--- config.mk ---
export PLATFORM = sky130hd
export DESIGN_NAME = price_delta_unit
export DESIGN_NICKNAME = d
export VERILOG_FILES = /design/src/rtl/price_delta_unit.sv
export SDC_FILE = /design/constraint.sdc
export NUM_CORES = 1
export LEC_CHECK = 0
export ABC_AREA = 0
export BUFFER_PORTS_ARGS = -buffer_cell sky130_fd_sc_hd__buf_2
export CELL_PAD_IN_SITES_DETAIL_PLACEMENT = 0
export CELL_PAD_IN_SITES_GLOBAL_PLACEMENT = 1
export CORE_AREA = 2 2 144 146
export DETAILED_ROUTE_END_ITERATION = 6
export DIE_AREA = 0 0 146 148
export PLACE_DENSITY = 0.62
export SLEW_MARGIN = 20
export SYNTH_ARGS = -nofsm -noshare
export SYNTH_HDL_FRONTEND = slang
export SYNTH_SLANG_ARGS = --single-unit
--- constraint.sdc ---
create_clock -name i_clk -period 3.25 [get_ports i_clk]
set_clock_uncertainty 0.2 [all_clocks]
set_input_delay 0.1625 -clock i_clk [delete_from_list [all_inputs] [get_ports i_clk]]
set_output_delay 0.1625 -clock i_clk [all_outputs]
set_load 0.01 [all_outputs]
--- src/rtl/price_delta_unit.sv ---
// Per-channel price delta stage: splits each price step into gain and loss magnitudes
// against the previous sample of the same channel, behind a single valid/ready output register.
module price_delta_unit #(
    parameter int G_WIDTH    = 16,
    parameter int G_CHANNELS = 4,
    localparam int CW        = (G_CHANNELS > 1) ? $clog2(G_CHANNELS) : 1
) (
    input  logic               i_clk,
    input  logic               i_rst,
    input  logic               i_clear,
    input  logic               i_valid,
    output logic               o_ready,
    input  logic [CW-1:0]      i_ch,
    input  logic [G_WIDTH-1:0] i_price,
    output logic               o_valid,
    input  logic               i_ready,
    output logic [CW-1:0]      o_ch,
    output logic [G_WIDTH-1:0] o_gain,
    output logic [G_WIDTH-1:0] o_loss,
    output logic               o_drop
);

    localparam logic [CW:0] CH_LIMIT = (CW+1)'(G_CHANNELS);

    logic [G_WIDTH-1:0] prev_q   [G_CHANNELS];
    logic               primed_q [G_CHANNELS];

    logic               accept;
    logic               ch_ok;
    logic               do_result;
    logic [G_WIDTH-1:0] prev_sel;
    logic               primed_sel;
    logic [G_WIDTH-1:0] gain_d;
    logic [G_WIDTH-1:0] loss_d;

    assign o_ready = !o_valid || i_ready;
    assign accept  = i_valid && o_ready;
    assign ch_ok   = ({1'b0, i_ch} < CH_LIMIT);

    // Channel select by compare rather than array index keeps out-of-range ids harmless.
    always_comb begin
        prev_sel   = '0;
        primed_sel = 1'b0;
        for (int c = 0; c < G_CHANNELS; c++) begin
            if (i_ch == CW'(c)) begin
                prev_sel   = prev_q[c];
                primed_sel = primed_q[c];
            end
        end
    end

    // Larger-minus-smaller in both directions, so neither side can wrap.
    always_comb begin
        gain_d = '0;
        loss_d = '0;
        if (i_price > prev_sel) begin
            gain_d = i_price - prev_sel;
        end else begin
            loss_d = prev_sel - i_price;
        end
    end

    // A concurrent clear turns the accepted sample into a priming sample.
    assign do_result = accept && ch_ok && primed_sel && !i_clear;

    always_ff @(posedge i_clk) begin
        if (i_rst) begin
            o_valid <= 1'b0;
            o_ch    <= '0;
            o_gain  <= '0;
            o_loss  <= '0;
            o_drop  <= 1'b0;
        end else begin
            o_drop <= accept && !ch_ok;
            if (do_result) begin
                o_valid <= 1'b1;
                o_ch    <= i_ch;
                o_gain  <= gain_d;
                o_loss  <= loss_d;
            end else if (i_ready) begin
                o_valid <= 1'b0;
            end
        end
    end

    always_ff @(posedge i_clk) begin
        if (i_rst) begin
            for (int c = 0; c < G_CHANNELS; c++) begin
                prev_q[c]   <= '0;
                primed_q[c] <= 1'b0;
            end
        end else begin
            for (int c = 0; c < G_CHANNELS; c++) begin
                if (i_clear) begin
                    primed_q[c] <= 1'b0;
                end
                if (accept && ch_ok && (i_ch == CW'(c))) begin
                    prev_q[c]   <= i_price;
                    primed_q[c] <= 1'b1;
                end
            end
        end
    end

endmodule

# Yosys cells after proc, flatten, opt, wreduce, memory -nomap -nowiden
# Memory sizes are Yosys's and may differ from the RTL's.
# Cells that the tools add are included.
# classes
addsub,2
n_mul,0
div,0
magnitude_cmp,1
n_eq_ne,3
n_shift,0
muxes,41
n_bitwise,12
n_reduce_logical,12
# ops
cell,n
2-to-1 mux 16 bit,10
subtractor 16 bit,2
2-to-1 mux 1 bit,31
greater-than comparator 16 bit,1
bitwise OR 1 bit,12
logical AND 1 bit,7
equality test 2 bit (second input constant),2
equality test 2 x 1 -> 1 bit (second input constant),1
logical NOT 1 bit,2
logical NOT 2 bit,1
nonzero test 2 bit,1
logical OR 1 bit,1
# totals
reg_bits,35
latch_bits,0
mem_bits_rw,68
romBits,0
output_inout_bits,37
wordCells,77
mem_count,2
# mem_list
name,words,width,read_ports,rd_ports_with_merged_regs,wr,line,rtl
prev_q,4,16,4,0,4,25,logic [G_WIDTH-1:0] prev_q [G_CHANNELS];
primed_q,4,1,4,0,4,26,logic primed_q [G_CHANNELS];

# Logic depth before layout (Yosys ltp)
# Gate-level depths: netlist of run 1.
# logic_depth
ltp_word,8
mapped_depth,12

# Least setup slack after synthesis of run 1
# No wires, ideal clock.
# synth_timing
kind,in2reg
startpoint,input port i_ch[0]
endpoint,register o_gain[13]
setup_time_ns,0.070
arrival_time_ns,3.125
slack_ns,-0.146
path_stages,11
n_path_buf,3
path_cell_list,buf_2 > buf_1 > mux4_2 > ha_1 > buf_4 > a21oi_1 > o21ai_0 > mux2_2 > or4b_1 > nand2b_1 > a21oi_1
# synth_via
elab_chain_cells,7
# synth_lines
item,line,rtl
from (decl),13,"input logic [CW-1:0] i_ch,"
logical NOT 2 bit,45,if (i_ch == CW'(c)) begin
2-to-1 mux 16 bit / 2-to-1 mux 1 bit (equally long branches) (4 in series),45,
subtractor 16 bit (tied with other cells),57,gain_d = i_price - prev_sel;
2-to-1 mux 16 bit / logical AND 1 bit (equally long branches),"56, 64",
to (signal assigned),78,o_gain <= gain_d;
to (decl),18,"output logic [G_WIDTH-1:0] o_gain,"
# Several ways; a longest one is shown, not always the timed one.
# A chain may end at the register's enable or synchronous reset.

==> metrics.yaml, run 1 <==
pwr:
  leakagePower_nw: 3.029
  ir_drop_mv: 0.2002
  power_mw: 3.363
  cellPowerDensity_nw_per_um2: 452.8
clock_network:
  clock_sinks: 103
  htreeDepth: 3
  clk_latency_ns: 0.37
  path_clk_slew_ns: 0.08
  clockBufferDepth: 2
  cts_tree: "yes"
  cts_buffers: 9
  cts_root_buf: "clkbuf_16"
drt:
  wl_per_cell_microns: 17.63
  num_vias: 4777
  drc: 0
  drtIter0Drc: 388
  via_per_inst: 4.966
  ant_nets: 0
  routed_wl_microns: 16960
  dr.pass1.iters: 5
sta:
  relSlewSlack_pct: 47.55
  period_share_pct: 95.71
  layout_setup_ws_ns: 0.1395
  setup_viol: 0
  fmax_ghz: 0.3215
  tightestPinTransition_ns: 0.7848
  finalMaxSlewViolations: 0
  period_needed_ns: 3.111
  hold_violations: 0
global_route:
  overflow: 0
  grt_max_degree: 62
  antenna_found_initial: 0
  grt_pass1_vias: 4685
  grt_usage_pct: 15.82
  grt_pass1_wl_microns: 26400
floorplan:
  coreArea_sq_um: 20040
  die_area_sq_um: 21610
  num_rows: 52
  start_util_pct: 29.64
  die_h_microns: 148
  io_pins: 60
  die_w_microns: 146
layout:
  syn_to_final_growth_pct: 25.05
  instances_no_fill: 962
  fin_area_sq_um: 7427
  nNetsFinal: 743
  diodes: 0
  drive_above_1_share_pct: 26.59
yosys:
  ys.flop_type: "edfxtp_1"
  synthCells: 570
  syn_nets: 626
  synth_area_sq_um: 5939
  async_flop_share_pct: 0
  ys_types: 66
  synth.avg_cell_area_sq_um: 10.42
  ys_ff_latch: 103
  ys_seq_area_share_pct: 46.18
  ys_warn_count: 0
  synth_edf_count: 68
critical_path:
  cp-start-kind: "flip-flop"
  cp.required_ns: 3.35
  ff2ff_setup_slack_ns: 0.14
  crit_type: "flip-flop to flip-flop"
  setup.worst_path.end_class: "flip-flop"
  crit_arrival_ns: 3.21
  path_max_fanout: 15
placement:
  hpwl_microns: 12790
  dp_slack_ns: -0.04701
  gp_congestion: 0.8916
  dpl_cell_area_sq_um: 6914
  post-place-cells: 927
  numPortBuffers: 58
run_status:
  status: "complete, no violations"
job:
  drv_cap: 0
hold_path:
  min_path_type: "primary input to flip-flop"
registers in the layout (all words and copies together), names as in the netlist:
name / flops
primed_q: 4
prev_q: 64
o_gain: 16
o_ch: 2
o_loss: 16
o_valid: 1
placed cells by master, fill, tap and decap left out, types with 8 or more instances in the layout:
master / synthesis / layout
nand2_1: 44 / 44
mux4_2: 17 / 17
ha_1: 31 / 29
and2_1: 20 / 19
nand4_1: 10 / 10
nor3_1: 51 / 51
a21oi_1: 34 / 33
dlygate4sd3_1: 0 / 18
clkbuf_16: 0 / 9
buf_2: 9 / 58
nor2_1: 35 / 35
inv_1: 39 / 39
edfxtp_1: 68 / 68
a32o_1: 9 / 9
dfxtp_1: 35 / 35
xor2_1: 8 / 8
o21ai_0: 16 / 16
buf_4: 5 / 66
per-layer routing:
metal | share of wire (%) | wire length, microns | GRT usage (%) | up-vias
met4 | 2.0 | 343 | 6.262 | 0
met5 | 0 | 0 | 0 | -
met3 | 3.9 | 659 | 2.438 | 21
met1 | 47 | 7996 | 21.61 | 2329
met2 | 47 | 7957 | 25.31 | 104
li1 | - | - | - | 2323
kinds of logic (layout without fill, tap and decap cells):
kind of cell,count (synthesis),after routing,synth area share [%]
simple gates,204,204,18.03
compound gates,115,115,13.46
flops,103,103,46.18
buf+inv,77,199,5.498
fa+ha+maj,33,33,7.205
mux,22,22,7.352
xor+xnor,15,15,2.212
other cells,1,1,0.06314
cell type report:
| type | instances | area (sq um) |
|---|---|---|
| repair buffers | 144 | 997.2 |
| clock buffers | 9 | 225.2 |
| well taps | 270 | 337.8 |
| flip-flops and latches | 103 | 2743 |
| inverters | 39 | 146.4 |
| fillers | 2074 | 12610 |
| clock inverters | 7 | 62.56 |
| multi-input cells | 390 | 2915 |
what timing repair did:
item	CTS	global route
hold buffers	18	0
endpoints found under the hold margin	24	0
setup endpoints to repair	0	27
buffers inserted	0	1
gates resized for setup	0	9
Yosys cell counts, types with 3 or more instances:
cell type   n  area (sq um)
edfxtp_1   68          2042
nor3_1     51         255.2
nand2_1    44         165.2
inv_1      39         146.4
dfxtp_1    35         700.7
nor2_1     35         131.4
a21oi_1    34         170.2
ha_1       31         387.9
and2_1     20         125.1
clkbuf_1   20         75.07
mux4_2     17         382.9
o21ai_0    16         80.08
nand4_1    10         62.56
a32o_1      9         90.09
buf_2       9         45.04
nand2b_1    8         50.05
xor2_1      8         70.07
nand3_1     7         35.03
xnor2_1     7         61.31
a21o_1      6         45.04
a211oi_1    5         37.54
a22oi_1     5         37.54
and4_1      5         43.79
buf_4       5         37.54
nor4_1      5         31.28
o21bai_1    5         37.54
a2bb2oi_1   4         35.03
a31oi_1     4         25.02
buf_1       3         11.26
mux2_2      3         33.78
o21a_1      3         22.52
o21ai_1     3         15.01
o31a_1      3         26.28
critical path, stage by stage, from the launching register on:
cell and delay [ns]:
edfxtp_1 0.36, mux4_2 0.52, ha_1 0.33, buf_4 0.19
and4_1 0.21, a221oi_2 0.29, buf_4 0.20, o221ai_2 0.16
or3_1 0.44, a21oi_1 0.14
power breakdown:
part           internal (mW)  leakage [nW]  switching, mW
clock network          0.539         0.144          0.561
registers               1.45          1.02         0.0170
logic                  0.346          1.87          0.454
total                   2.33          3.03           1.03
final timing paths:
| check | startpoint | endpoint | cells after the start |
|---|---|---|---|
| setup / recovery | prev_q[3][13] | o_loss[8] | 9 |
| hold / removal | i_ch[0] | o_ch[0] | 4 |
| setup reg to reg | prev_q[3][13] | o_loss[8] | 9 |
| hold reg to reg | o_loss[8] | o_loss[8] | 2 |
per-stage QoR:
step | hold slack [ns] | utilization [%] | TNS, ns
6_report | 0.03270 | 37.06 | 0
2_1_floorplan | 0.1607 | - | 0
5_1_grt | 0.06016 | 37.06 | -0.001540
3_3_place_gp | 0.2398 | 34.50 | -0.1289
3_5_place_dp | 0.2468 | 34.50 | -0.2227
4_1_cts | 0.02270 | 36.84 | 0
Note: power is estimated with default switching activity, not from simulation.
==> run 2, diff against run 1 <==
--- a/config.mk
+++ b/config.mk
@@ -13,6 +13,7 @@
 export DETAILED_ROUTE_END_ITERATION = 6
 export DIE_AREA = 0 0 146 148
 export PLACE_DENSITY = 0.62
+export SETUP_SLACK_MARGIN = 0.2
 export SLEW_MARGIN = 20
 export SYNTH_ARGS = -nofsm -noshare
 export SYNTH_HDL_FRONTEND = slang
==> run 2 against run 1 <==
Net effect:
- final cell count is 2.2% higher
- cell area up 4.4%
- count of clock-buffer cells in the layout unchanged
- utilization grew 1.6 points
- largest power group unchanged
==> metrics.yaml, run 2 (synthesis gave the netlist of run 1 again) <==
critical_path:
  setup.worst_path.end_class: "flip-flop"
  cp.required_ns: 3.35
  crit_arrival_ns: 3.12
  crit_type: "flip-flop to flip-flop"
  reg2reg_depth: 10
  path_max_fanout: 5
  cp-start-kind: "flip-flop"
sta:
  period_needed_ns: 3.014
  rsz0062_at_grt: "true"
  relSlewSlack_pct: 46.93
  period_share_pct: 92.75
  tightestPinTransition_ns: 0.7941
  hold_violations: 0
  fmax_ghz: 0.3317
  setup_viol: 0
  finalMaxSlewViolations: 0
  layout_setup_ws_ns: 0.2355
drt:
  dr_wl_met2_microns: 8164
  routed_wl_microns: 16850
  top_layer_used: "met4"
  wl_per_cell_microns: 17.14
  ant_nets: 0
  dr.pass1.iters: 5
  num_vias: 4825
  drtIter0Drc: 279
  via_per_inst: 4.908
  routed-wl-met3_microns: 674
  drc: 0
  wl_met1_microns: 7755
floorplan:
  die_h_microns: 148
  num_rows: 52
  coreArea_sq_um: 20040
  io_pins: 60
  die_area_sq_um: 21610
  die_w_microns: 146
  start_util_pct: 29.64
global_route:
  grt_max_degree: 54
  grt_pass1_wl_microns: 26940
  overflow: 0
  grt_usage_pct: 15.98
  grt_pass1_vias: 4942
  antenna_found_initial: 0
layout:
  syn_to_final_growth_pct: 30.61
  reg_top3: "prev_q x64, o_gain x16, o_loss x16"
  final_util_pct: 38.71
  largest_reg_flops: 64
  nNetsFinal: 764
  final_common_cell: "buf_4"
  drive_above_1_share_pct: 31.42
  final_cell_mix: "87 x buf_4, 68 x edfxtp_1, 57 x buf_2"
  largest_register: "prev_q"
  instances_no_fill: 983
  diodes: 0
placement:
  dp_slack_ns: -0.1702
  gp_congestion: 0.8368
  hpwl_microns: 12790
  post-place-cells: 943
  numPortBuffers: 58
hold_path:
  min_path_cells: 3
  min_path_type: "primary input to flip-flop"
job:
  drv_cap: 0
clock_network:
  clockBufferDepth: 2
  clock_sinks: 103
  path_clk_slew_ns: 0.07
  cts_tree: "yes"
  clk_latency_ns: 0.36
  cts_root_buf: "clkbuf_16"
  cts_buffers: 9
  htreeDepth: 3
pwr:
  ir_drop_mv: 0.1909
  leakagePower_nw: 3.123
  cellPowerDensity_nw_per_um2: 435.4
  power_mw: 3.378
run_status:
  status: "complete, no violations"
run 2: changes by cell type in the layout (fill, tap and decap cells not counted), sizes merged:
cell / change
clkinv: +1
inv: -2
clkinvlp: +1
buf: +23
dlygate4sd3: -2
run 2: layer usage:
| layer | track usage, % | vias up |
|---|---|---|
| met5 | 0 | - |
| met4 | 4.951 | 0 |
| met3 | 2.994 | 15 |
| met2 | 26.65 | 96 |
| met1 | 21.15 | 2340 |
| li1 | - | 2374 |
run 2: timing repair:
action                                  CTS  global route
pin swaps                                 3             8
hold buffers                             16             0
endpoints found under the setup margin   28            28
gates resized for setup                  12            26
buffers inserted                          2             6
hold endpoints to repair                 19             0
run 2: worst max-delay path, stage by stage, from the launching register on:
cell and delay (ns):
edfxtp_1 0.40, mux4_2 0.54, ha_4 0.32, nand4_1 0.09, or3_4 0.42, o21bai_1 0.20
a211oi_2 0.28, buf_4 0.18, buf_6 0.10, o21a_1 0.12, a32o_1 0.11
run 2: cell type report:
type	instances	area [sq um]
fillers	2013	12280
clock buffers	9	225.2
well taps	270	337.8
repair buffers	165	1164
inverters	39	146.4
multi-input cells	390	3095
flip-flops and latches	103	2743
clock inverters	7	46.29
run 2: through the flow:
stage / instance area (sq um) / hold WS, ns / setup TNS, ns
after floorplan: 5996 / 0.1607 / 0
after global placement: 7066 / 0.2385 / -2.418
after detailed placement: 7066 / 0.2429 / -3.345
after CTS: 7570 / 0.007241 / 0
after global routing: 7757 / 0.03672 / 0
final: 7757 / 0.01899 / 0
run 2: where the power goes:
part	internal [mW]	switching, mW	leakage (nW)	total [mW]
registers	1.45	0.0164	1.02	1.46
clock network	0.520	0.497	0.131	1.02
logic	0.416	0.481	1.98	0.897
total	2.38	0.994	3.12	3.38
run 2: worst paths after layout:
kind                  from          end  slack [ns]
max reg2reg  prev_q[0][14]   o_gain[11]        0.24
min                i_clear  primed_q[2]        0.02
min reg2reg      o_gain[0]    o_gain[0]        0.25
max          prev_q[0][14]   o_gain[11]        0.24
